<file path="config.mk">
export PLATFORM = sky130hd
export DESIGN_NAME = vram_arbiter
export DESIGN_NICKNAME = d
export VERILOG_FILES = /design/src/rtl/vga_pkg.sv /design/src/rtl/vram_wbuf_fifo.sv /design/src/rtl/vram_arbiter.sv
export SDC_FILE = /design/constraint.sdc
export NUM_CORES = 1
export LEC_CHECK = 0
export CAP_MARGIN = 15
export CORE_ASPECT_RATIO = 1.5
export CORE_UTILIZATION = 54
export CTS_CLUSTER_SIZE = 28
export DETAILED_ROUTE_END_ITERATION = 8
export GPL_ROUTABILITY_DRIVEN = 0
export GPL_TIMING_DRIVEN = 0
export HOLD_SLACK_MARGIN = 0.02
export MAX_ROUTING_LAYER = met4
export PLACE_DENSITY = 0.8
export SETUP_SLACK_MARGIN = 0.2
export SLEW_MARGIN = 5
export SYNTH_ARGS = -nofsm -noshare
export SYNTH_HDL_FRONTEND = slang
export SYNTH_SLANG_ARGS = --single-unit
</file>
<file path="constraint.sdc">
create_clock -name pclk -period 3.3 [get_ports pclk]
set_input_delay 0.66 -clock pclk [delete_from_list [all_inputs] [get_ports pclk]]
set_output_delay 0.66 -clock pclk [all_outputs]
set_load 0.01 [all_outputs]
</file>
<file path="src/rtl/vga_pkg.sv">
// Shared frame-buffer geometry, pixel format and VRAM arbitration types.
// Used by the VRAM arbiter, the scan timing logic and the pixel generators.
package vga_pkg;

  localparam int FB_ADDR_W = 15;
  localparam int FB_DATA_W = 12;
  localparam int FB_H      = 200;
  localparam int FB_V      = 150;

  localparam int WBUF_DEPTH_DEF = 4;
  localparam int STARVE_MAX_DEF = 1024;

  // 4:4:4 RGB pixel as stored in the frame buffer.
  typedef struct packed {
    logic [3:0] r;
    logic [3:0] g;
    logic [3:0] b;
  } pixel_t;

  // Owner of the single RAM port for the current cycle.
  typedef enum logic [1:0] {
    GNT_IDLE,
    GNT_READ,
    GNT_WRITE
  } grant_e;

endpackage

</file>
<file path="src/rtl/vram_wbuf_fifo.sv">
// Synchronous write buffer for the VRAM arbiter: power-of-two depth,
// wrapping pointers, registered occupancy count, synchronous active-low reset.
module vram_wbuf_fifo
  import vga_pkg::*;
#(
  parameter int DEPTH = WBUF_DEPTH_DEF,
  parameter int WIDTH = FB_ADDR_W + FB_DATA_W
) (
  input  logic                   pclk,
  input  logic                   rstn,
  input  logic                   push,
  input  logic                   pop,
  input  logic [WIDTH-1:0]       din,
  output logic [WIDTH-1:0]       dout,
  output logic                   full,
  output logic                   empty,
  output logic [$clog2(DEPTH):0] count
);

  localparam int PTR_W = $clog2(DEPTH);

  logic [WIDTH-1:0] mem [DEPTH];
  logic [PTR_W-1:0] wr_ptr;
  logic [PTR_W-1:0] rd_ptr;
  logic             do_push;
  logic             do_pop;

  assign full    = (count == (PTR_W + 1)'(DEPTH));
  assign empty   = (count == '0);
  assign do_push = push && !full;
  assign do_pop  = pop && !empty;
  assign dout    = mem[rd_ptr];

  // NOTE: sequential state uses non-blocking assignments so every register
  // samples the pre-edge values regardless of statement order.
  always_ff @(posedge pclk) begin
    if (!rstn) begin
      wr_ptr <= '0;
      rd_ptr <= '0;
      count  <= '0;
    end else begin
      if (do_push) wr_ptr <= wr_ptr + PTR_W'(1);
      if (do_pop)  rd_ptr <= rd_ptr + PTR_W'(1);
      case ({do_push, do_pop})
        2'b10:   count <= count + 1'b1;
        2'b01:   count <= count - 1'b1;
        default: count <= count;
      endcase
    end
  end

  // NOTE: the storage array has no reset; an entry is only ever read after it
  // was written, and a reset-free array can map onto LUT RAM.
  always_ff @(posedge pclk) begin
    if (do_push) mem[wr_ptr] <= din;
  end

endmodule

</file>
<file path="src/rtl/vram_arbiter.sv">
// Single-port frame-buffer arbiter: display reads always win, writes drain from
// a small FIFO in read-free cycles. Define VRAM_ARB_STATS_EN for stat counters.
module vram_arbiter
  import vga_pkg::*;
#(
  parameter int ADDR_W     = FB_ADDR_W,
  parameter int DATA_W     = FB_DATA_W,
  parameter int WBUF_DEPTH = WBUF_DEPTH_DEF,
  parameter int STARVE_MAX = STARVE_MAX_DEF
) (
  input  logic              pclk,
  input  logic              rstn,
  input  logic              rd_req,
  input  logic [ADDR_W-1:0] rd_addr,
  output logic              rd_valid,
  output logic [DATA_W-1:0] rd_data,
  input  logic              wr_valid,
  output logic              wr_ready,
  input  logic [ADDR_W-1:0] wr_addr,
  input  logic [DATA_W-1:0] wr_data,
  output logic              wbuf_empty,
  output logic              starve_err,
  output logic              mem_en,
  output logic              mem_we,
  output logic [ADDR_W-1:0] mem_addr,
  output logic [DATA_W-1:0] mem_wdata,
  input  logic [DATA_W-1:0] mem_rdata
`ifdef VRAM_ARB_STATS_EN
  ,
  output logic [31:0]       stat_wr_cnt,
  output logic [31:0]       stat_stall_cnt
`endif
);

  localparam int CNT_W = $clog2(WBUF_DEPTH) + 1;
  localparam int SC_W  = $clog2(STARVE_MAX);

  grant_e                    grant;
  logic                      push;
  logic                      pop;
  logic                      f_full;
  logic                      f_empty;
  logic [CNT_W-1:0]          f_count;
  logic [ADDR_W+DATA_W-1:0]  f_dout;
  logic [ADDR_W-1:0]         head_addr;
  logic [DATA_W-1:0]         head_data;
  logic [ADDR_W-1:0]         last_addr;
  logic [DATA_W-1:0]         last_wdata;
  logic [SC_W-1:0]           starve_cnt;

  vram_wbuf_fifo #(
    .DEPTH (WBUF_DEPTH),
    .WIDTH (ADDR_W + DATA_W)
  ) u_wbuf (
    .pclk  (pclk),
    .rstn  (rstn),
    .push  (push),
    .pop   (pop),
    .din   ({wr_addr, wr_data}),
    .dout  (f_dout),
    .full  (f_full),
    .empty (f_empty),
    .count (f_count)
  );

  assign {head_addr, head_data} = f_dout;
  assign wr_ready   = rstn && !f_full;
  assign push       = wr_valid && wr_ready;
  assign pop        = (grant == GNT_WRITE);
  assign wbuf_empty = (f_count == '0);
  assign rd_data    = mem_rdata;

  // Writes are held off while in reset so a reset mid-drain cannot touch RAM.
  always_comb begin
    grant = GNT_IDLE;
    if (rd_req)                grant = GNT_READ;
    else if (rstn && !f_empty) grant = GNT_WRITE;
  end

  // NOTE: every output gets a default first so no path leaves it unassigned,
  // which would otherwise infer a latch.
  always_comb begin
    mem_en    = 1'b0;
    mem_we    = 1'b0;
    mem_addr  = last_addr;
    mem_wdata = last_wdata;
    case (grant)
      GNT_READ: begin
        mem_en   = 1'b1;
        mem_addr = rd_addr;
      end
      GNT_WRITE: begin
        mem_en    = 1'b1;
        mem_we    = 1'b1;
        mem_addr  = head_addr;
        mem_wdata = head_data;
      end
      default: ;
    endcase
  end

  // Starve counter saturates at STARVE_MAX-1; the next un-drained cycle sets the flag.
  always_ff @(posedge pclk) begin
    if (!rstn) begin
      rd_valid   <= 1'b0;
      last_addr  <= '0;
      last_wdata <= '0;
      starve_cnt <= '0;
      starve_err <= 1'b0;
    end else begin
      rd_valid <= rd_req;
      if (mem_en) last_addr  <= mem_addr;
      if (mem_we) last_wdata <= mem_wdata;
      if (pop || f_empty) begin
        starve_cnt <= '0;
      end else if (starve_cnt == SC_W'(STARVE_MAX - 1)) begin
        starve_err <= 1'b1;
      end else begin
        starve_cnt <= starve_cnt + 1'b1;
      end
    end
  end

`ifdef VRAM_ARB_STATS_EN
  always_ff @(posedge pclk) begin
    if (!rstn) begin
      stat_wr_cnt    <= '0;
      stat_stall_cnt <= '0;
    end else begin
      if (mem_we)                stat_wr_cnt    <= stat_wr_cnt + 32'd1;
      if (wr_valid && !wr_ready) stat_stall_cnt <= stat_stall_cnt + 32'd1;
    end
  end
`endif

endmodule
</file>
# Yosys cells after proc, flatten, opt, wreduce, memory -nomap -nowiden
# Memory sizes are Yosys's and may differ from the RTL's. A register that Yosys moved wholly into a read port is not among the register bits.
# Index checks and enable logic that the tools add are counted.
# Widths: inputs -> output; s select.
# word_totals
regBits,46
ramBits,108
inputBits,58
output_inout_bits,45
wordCells,46
mem_count,1
# memory_table
name,depth,width,rd,rd_ports_with_merged_regs,wr,line_no,text
u_wbuf.mem,4,27,1,1,1,vram_wbuf_fifo.sv:22,logic [WIDTH-1:0] mem [DEPTH];
# op_classes
n_addsub,5
n_eq_ne,6
n_mux,11
bitwise,2
reduce_logical,13
# op_table
op,count
$pmux 15 s2,1
$mux 12,1
$add 10x1->10 const B,1
$eq 10x10->1 const B,1
$mux 2,4
$pmux 3 s2,1
$logic_and 1x1->1,5
$add 2x1->2 const B,2
$eq 2x1->1 const B,2
$eq 2x2->1 const B,2
$mux 1,4
$reduce_or 2->1,2
$add 3x1->3 const B,1
$eq 3x3->1 const B,1
$logic_not 3->1,1
$sub 3x1->3 const B,1
$logic_not 1->1,2
$not 1->1,2
$reduce_and 2->1,1
$reduce_bool 2->1,1
$logic_or 1x1->1,1

# Longest topological paths before layout
# logic_depth
word_depth,9
depth_mapped,10
depth_no_buf,9

# Cells and area by module
# A second synthesis with hierarchy kept.
# hier_totals
hier_cells,435
hier_area_um2,6578.8
# by_module_without_submodules
module,n_inst,cells_per_inst,area_per_inst_um2,seq_area_each_um2
vram_wbuf_fifo,1,195,4411.7,3423.3
vram_arbiter,1,240,2167.1,780.7

# Worst setup path after synthesis
# Ideal clock, no wire load.
# synth_timing
path_type,in2reg
start,input port rd_req
end,register u_wbuf.count[2]
setup_ns,0.070
arrival_time_ns,2.444
t_required_ns,3.230
slack_ns,0.785
cell_stages,10
n_path_buf,3
path_cell_list,clkbuf_1 -> clkbuf_1 -> clkbuf_1 -> nor2_1 -> ha_1 -> inv_1 -> fa_1 -> xor2_1 -> or3_1 -> a21oi_1
# synth_between
elab_chain_len,5
word_cells_on_any_way,7
cone_classes,eq/ne (3); mux (2); reduce/logical (2)
# synth_lines
element,line_no,text
"start, declared",vram_arbiter.sv:13,"input logic rd_req,"
$mux 2 (*),vram_arbiter.sv:76,if (rd_req) grant = GNT_READ;
$eq 2x2->1 (*),vram_arbiter.sv:69,assign pop = (grant == GNT_WRITE);
$logic_and 1x1->1 (*),vram_wbuf_fifo.sv:31,assign do_pop = pop && !empty;
net u_wbuf.do_pop,vram_wbuf_fifo.sv:26,logic do_pop;
$eq 2x1->1 or $eq 2x2->1 (tied branches),vram_wbuf_fifo.sv:44,"case ({do_push, do_pop})"
$pmux 3 s2 or $reduce_bool 2->1 (tied branches),n/a,
"end signal, assigned",vram_wbuf_fifo.sv:45,2'b10: count <= count + 1'b1;
"end signal, assigned",vram_wbuf_fifo.sv:46,2'b01: count <= count - 1'b1;
"end signal, assigned",vram_wbuf_fifo.sv:47,default: count <= count;
"end, declared",vram_wbuf_fifo.sv:17,output logic [$clog2(DEPTH):0] count
# Mark *: on every way through the listed nets, which the timed path passes. The rest lies on a longest branch.
# A chain may end at the register's enable or synchronous reset.

# Worst setup path after layout
# layout_timing
start,register u_wbuf.count[2]
end,output port mem_addr[10]
# layout_between
elab_chain_len,7
word_cells_on_any_way,8
cone_classes,eq/ne (2); mux (3); reduce/logical (3)
# layout_lines
element,line_no,text
$logic_not 3->1 (*),vram_wbuf_fifo.sv:29,assign empty = (count == '0);
$logic_not 1->1 (*),vram_arbiter.sv:77,else if (rstn && !f_empty) grant = GNT_WRITE;
$logic_and 1x1->1 (*),vram_arbiter.sv:77,
$mux 2 (*),vram_arbiter.sv:77,
$mux 2 (*),vram_arbiter.sv:76,
$eq 2x2->1 or $eq 2x1->1 (tied branches),vram_arbiter.sv:87,case (grant)
$pmux 15 s2 (*),vram_arbiter.sv:87,
"end, declared",vram_arbiter.sv:25,"output logic [ADDR_W-1:0] mem_addr,"
# Mark *: on every way between the ends. The rest lies on a longest branch, timed or not.

==> qor.csv <==
stage;metric;value;unit
run_status;status;completed;
logic_synthesis;sequential element share of the synthesized area;0.6429;
sta;endpoints failing hold;0;
sta;slew of the pin with the lowest slew margin;0.8166;ns
grt;largest net degree at the start of global routing;28;
worst_setup_path;RR Startpoint;u_wbuf.count[1];
sta;Final WS setup;0.2507;ns
worst_hold_path;worst hold path class;register to register;
worst_setup_path;reg2reg path depth;10;
die;Die W;91.85;um
power_and_ir_drop;VDD IR max;495.9;uV
detailed_routing;drt pass-1 iters;5;
final_layout;fill count;760;
die;Top-Level Pins;103;
worst_setup_path;WP data arrival;2.39;ns
flow_run;max_cap viols;0;
grt;Total GRT Usage;0.2581;
final_layout;# diodes;0;
place;dpl cell area;0.007622;mm^2
logic_synthesis;yosys warns;0;
grt;GR Util met2;0.4478;
place;Port Buffer Count;89;
grt;vias in the first global route;4651;
grt;initial antenna violation count;0;
clocking;CTS tree;yes;
clocking;clock sink count;156;
final_layout;nets@finish;657;
power_and_ir_drop;Leakage;2.905;nW
logic_synthesis;Seq cells post-synth;156;
die;Die Height;136.8;um
worst_setup_path;FF-to-FF End;u_wbuf.count[2];
final_layout;cell area after layout;0.008382;mm^2
logic_synthesis;Post-synth EDFFs;108;
logic_synthesis;Synth area leader;edfxtp_1;
grt;wire length of the first global-routing pass;23370;um
die;die area;0.01256;mm^2
logic_synthesis;Synth Area per Inst;13.62;um^2
detailed_routing;WL final;15260;um
place;Worst Setup Slack post-DPL;-0.3015;ns
worst_hold_path;hold path cells;1;
logic_synthesis;Cells after Synth;480;
detailed_routing;drt via density;5.959;
worst_setup_path;Data required, critical path;2.64;ns
sta;max-slew violations;0;
detailed_routing;via count;4499;
place;hpwl dp;9791;um
sta;Final period util;0.9240;
final_layout;area of the multi-input gates;0.002024;mm^2
worst_setup_path;Max FO, Critical Path;10;
sta;Fmax;327.9;MHz
die;Initial Util;0.5612;
worst_hold_path;hold_sp;u_wbuf.rd_ptr[1];
detailed_routing;Initial DRC Count;324;
sta;final setup skew;0.008271;ns
sta;final hold slack;0.4900;ns
clocking;Clk Latency, worst-skew pair;0.42;ns
clocking;Clk pin slew, worst setup/hold paths;0.06;ns
detailed_routing;remaining antenna violation count;0;
worst_setup_path;Setup Crit Path Kind;register to output port;
clocking;cts hold-fix bufs;0;
grt;met3 Resource Use GR;0.05167;
die;number of placement rows;48;
clocking;clk root buf;clkbuf_16;
worst_setup_path;r2r setup slk;0.65;ns
clocking;Max Root-Sink Buffers;2;
power_and_ir_drop;Power Density;597.1;mW/mm^2
detailed_routing;Remaining DRCs;0;
sta;max_slew headroom;0.4556;
final_layout;sequential cell area;0.004204;mm^2
final_layout;layout cell share with drive strength beyond 1;0.1934;
worst_setup_path;Worst Setup End Kind;output port;
power_and_ir_drop;Total Power;5.005;mW
logic_synthesis;syn_nets;545;
sta;RSZ-0062 raised after global routing;yes;
logic_synthesis;Async S/R FF share, synth;0;
clocking;# H-tree levels;4;
final_layout;commonest non-fill, non-tap cell in the layout;edfxtp_1;
logic_synthesis;Main synth FF type;edfxtp_1;
grt;GR peak layer;met2;
sta;Final Critical Period;3.049;ns
clocking;cts bufs inserted;17;
grt;met1 Usage GRT;0.2827;
logic_synthesis;synth top area cells;edfxtp_1 (50%), dfxtp_1 (15%), mux4_2 (9.3%), a21oi_1 (4.9%), nand2_1 (2.6%);
logic_synthesis;Synth top area share;0.4960;
detailed_routing;Routed WL per cell;20.21;um
logic_synthesis;Synth cell types;46;
worst_setup_path;Setup crit start kind;register;
sta;# setup viols final;0;
grt;total global routing overflow;0;
final_layout;P&R area growth vs syn;28.19;%
logic_synthesis;Synth Cell Area;0.006539;mm^2
final_layout;most frequent cells in the layout;edfxtp_1 (108), clkdlybuf4s50_1 (81), a21oi_1 (64), dfxtp_1 (48), nand2_1 (45);
die;Core Region;0.01165;mm^2
==> metal layers <==
layer / vias to the layer above / share of wire
li1: 2037 / -
met1: 2194 / 0.37
met2: 225 / 0.54
met3: 43 / 0.060
met4: 0 / 0.031
met5: - / 0
==> power by group <==
group | total, mW | switching [mW] | internal (mW)
logic | 0.678 | 0.352 | 0.326
clock network | 2.14 | 0.786 | 1.35
registers | 2.19 | 0.0262 | 2.16
total | 5.00 | 1.16 | 3.84
==> kinds of logic after synthesis <==
kind of cell	count (synthesis)	share of synthesized area
XOR/XNOR	2	0.002679
AND/OR/NAND/NOR	117	0.08419
flip-flops	156	0.6429
multiplexers	30	0.09759
buffers and inverters	56	0.04956
AO/OA/AOI/OAI	112	0.1085
adder cells (fa/ha/maj)	7	0.01454
==> flip-flops by register name (all words and copies together), names as in the netlist, named ones only <==
name           count
last_wdata        12
u_wbuf.count       3
u_wbuf.rd_ptr      2
u_wbuf.mem       108
u_wbuf.wr_ptr      2
starve_cnt        10
last_addr         15
starve_err         1
rd_valid           1
==> synthesized netlist by cell type (2+ instances only) <==
master	count
dfxtp_1	48
nand4_1	4
and3_1	2
o31a_1	2
o21ai_0	14
xor2_1	2
nand2_1	45
a21oi_1	64
and2_1	6
o31ai_1	3
inv_1	8
nor4_1	4
nor3_1	6
a31oi_1	3
mux4_2	27
buf_6	4
edfxtp_1	108
clkbuf_1	19
nor2_1	22
or2_2	2
a211oi_2	9
or3_1	2
a211oi_1	8
buf_2	7
ha_1	6
nand3_1	19
a41oi_1	2
mux2i_1	3
buf_4	14
==> what timing repair did <==
| action | in CTS | in global routing |
|---|---|---|
| pin swaps | 0 | 1 |
| buffers inserted | 0 | 3 |
| cloned | 0 | 1 |
| resized for setup | 21 | 18 |
| setup endpoints to repair | 27 | 22 |
==> layout make-up <==
type                            instances  area share
Inverter                               10    0.005075
Tap cell                              150     0.02239
Timing Repair Buffer                   93      0.1102
Buffer                                 46     0.04225
Clock inverter                         13     0.02538
Multi-Input combinational cell        268      0.2415
Clock buffer                           19     0.05165
Sequential cell                       156      0.5016
==> stage by stage <==
stage,cells,utilization,TNS [ns]
2_1_floorplan,480,-,0
3_3_place_gp,719,0.6538,-4.256
3_5_place_dp,719,0.6542,-4.376
6_report,755,0.7194,0
4_1_cts,751,0.7136,0
5_1_grt,755,0.7194,0
==> critical path, cell delays in order, from the launching register on <==
cell and delay (ns):
dfxtp_1 0.31, buf_6 0.14, o31ai_4 0.39, clkbuf_4 0.31
a21oi_1 0.09, a21oi_1 0.16, clkdlybuf4s50_1 0.56
==> how the worst max path moves through the flow <==
stage | startpoint | endpoint | slack, ns
after floorplan | rd_req | u_wbuf.count[2] | 0.79
after global placement | rstn | mem_addr[12] | -0.31
after detailed placement | rstn | mem_wdata[3] | -0.30
after CTS | rd_req | mem_addr[4] | 0.12
after global routing | rstn | mem_addr[3] | 0.18
final | u_wbuf.count[2] | mem_addr[10] | 0.25
Note: power is estimated with default switching activity, not from simulation.
==> RTL change: new RTL, same settings <==
Put one more register stage on the output `starve_err`. The value now appears one clock later. The other outputs are not delayed to match.
--- a/src/rtl/vram_arbiter.sv
+++ b/src/rtl/vram_arbiter.sv
@@ -34,6 +34,8 @@
 
   localparam int CNT_W = $clog2(WBUF_DEPTH) + 1;
   localparam int SC_W  = $clog2(STARVE_MAX);
+
+  logic starve_err_s0;
 
   grant_e                    grant;
   logic                      push;
@@ -106,7 +108,7 @@
       last_addr  <= '0;
       last_wdata <= '0;
       starve_cnt <= '0;
-      starve_err <= 1'b0;
+      starve_err_s0 <= 1'b0;
     end else begin
       rd_valid <= rd_req;
       if (mem_en) last_addr  <= mem_addr;
@@ -114,7 +116,7 @@
       if (pop || f_empty) begin
         starve_cnt <= '0;
       end else if (starve_cnt == SC_W'(STARVE_MAX - 1)) begin
-        starve_err <= 1'b1;
+        starve_err_s0 <= 1'b1;
       end else begin
         starve_cnt <= starve_cnt + 1'b1;
       end
@@ -133,4 +135,8 @@
   end
 `endif
 
+  always_ff @(posedge pclk) begin
+    starve_err <= starve_err_s0;
+  end
+
 endmodule
Check against the original RTL: no difference found for any inputs over 4 cycles, from zero or initial values and one cycle with rstn low; that may be too few to reach the edited logic, so the function may still have changed.
==> RTL change against the original RTL <==
Critical path depth did not move. Register-to-register slack improved by 0.03 ns. Setup slack improved by 0.067 ns. First-iteration DRC count fell by 8.0%. Via count rose by 0.53%. Final area fell by 1.0%. Largest power group unchanged. Total power fell by 4.9%. Largest cell class unchanged. Routed wire length fell by 1.2%. Clock power fell by 11%. Sequential cell count rose by 1. Sequential share of layout area rose by 0.76 points. Area after synthesis rose by 0.31%.
==> RTL change: results (changes against the original RTL) <==
run status complete, no violations (unchanged); Final nets 659 (was 657); placed insts 720 (was 719); crit start category flop (unchanged); most frequent cells after synthesis 108 x edfxtp_1, 64 x a21oi_1, 49 x dfxtp_1 (was 108 x edfxtp_1, 64 x a21oi_1, 48 x dfxtp_1); Synth area leaders edfxtp_1 49%, dfxtp_1 15%, mux4_2 9.3% (was edfxtp_1 50%, dfxtp_1 15%, mux4_2 9.3%); WL final 15.1 mm (was 15.3 mm); clk slew on worst S/H paths 0.07 ns; reg2reg start u_wbuf.count[2] (was u_wbuf.count[1]); vias in the first global route 4573 (was 4651); Iteration-0 DRC Markers 298 (was 324); final design utilization 0.712 (was 0.719); drt pass-1 iters 6 (was 5); fill count 771 (was 760); Slew @ Worst Pin 0.798 ns (was 0.817 ns); Syn Nets 546 (was 545); sequential element share of the synthesized area 0.644 (was 0.643); Placed Area 0.00764 mm2 (was 0.00762 mm2); drt wl/cell 19.9 um (was 20.2 um); sw frac 0.253 (was 0.233); vias 4523 (was 4499); clock skew 0.00610 ns (was 0.00827 ns); Static Leakage 2.90 nW (was 2.91 nW); gate count of the mapped netlist 481 (was 480); wire length of the first global-routing pass 22.9 mm (was 23.4 mm); Worst EP arrival 2.32 ns (was 2.39 ns); share of cells above drive strength 1 0.196 (was 0.193); min-delay src starve_err_s0 (was u_wbuf.rd_ptr[1]); delay of the slowest critical-path stage 0.48 ns (was 0.56 ns); Main synth FF type edfxtp_1 (unchanged); HPWL after detailed placement 9.63 mm (was 9.79 mm)
[RTL change: repair_timing]
action	CTS	global route
gates resized for setup	37	7
endpoints found under the hold margin	0	0
buffers inserted	5	0
setup endpoints to repair	27	12
pin swaps	1	0
[RTL change: final cells by class]
class | instances | share of cell area
sequential | 157 | 0.509
clock buffer | 18 | 0.0517
buffer | 46 | 0.0398
clock inverter | 14 | 0.0186
inverter | 10 | 0.00513
timing repair buffer | 94 | 0.109
multi-input combinational | 268 | 0.244
tap | 150 | 0.0226
[RTL change: power by group through the flow]
stage	combinational, mW	sequential [mW]	clock [mW]
after floorplan	0.374	2.23	0
after global placement	0.624	2.24	0
after detailed placement	0.640	2.24	0
after CTS	0.651	2.20	1.91
after global routing	0.704	2.20	2.00
final	0.660	2.20	1.90
[RTL change: logic make-up (layout without fill, tap and decap cells)]
logic type / after synthesis / after routing / share of synthesized area
flops: 157 / 157 / 0.644
simple gates: 117 / 117 / 0.0839
compound gates: 112 / 112 / 0.108
buf+inv: 56 / 182 / 0.0494
mux: 30 / 30 / 0.0973
fa+ha+maj: 7 / 7 / 0.0145
xor+xnor: 2 / 2 / 0.00267
[RTL change: worst max-delay path, delay by kind of cell, from the launching register on]
family	cells	cell delay, ns
buffers and inverters	3	1.05
multiplexers	1	0.34
flip-flops	1	0.31
AND/OR/NAND/NOR	2	0.20
[RTL change: final timing paths]
kind              cells after the start  slack, ns               to
setup / recovery                      6       0.32     mem_wdata[7]
setup reg to reg                     10       0.68  u_wbuf.count[2]
hold reg to reg                       0       0.36       starve_err
hold / removal                        0       0.36       starve_err
[RTL change: per-layer routing]
layer / global-route usage / vias to the layer above / routed length [um]
met5: - / - / 0
li1: - / 2045 / -
met3: 0.0511 / 30 / 857
met2: 0.448 / 204 / 8260
met1: 0.274 / 2244 / 5620
met4: 0.107 / 0 / 342
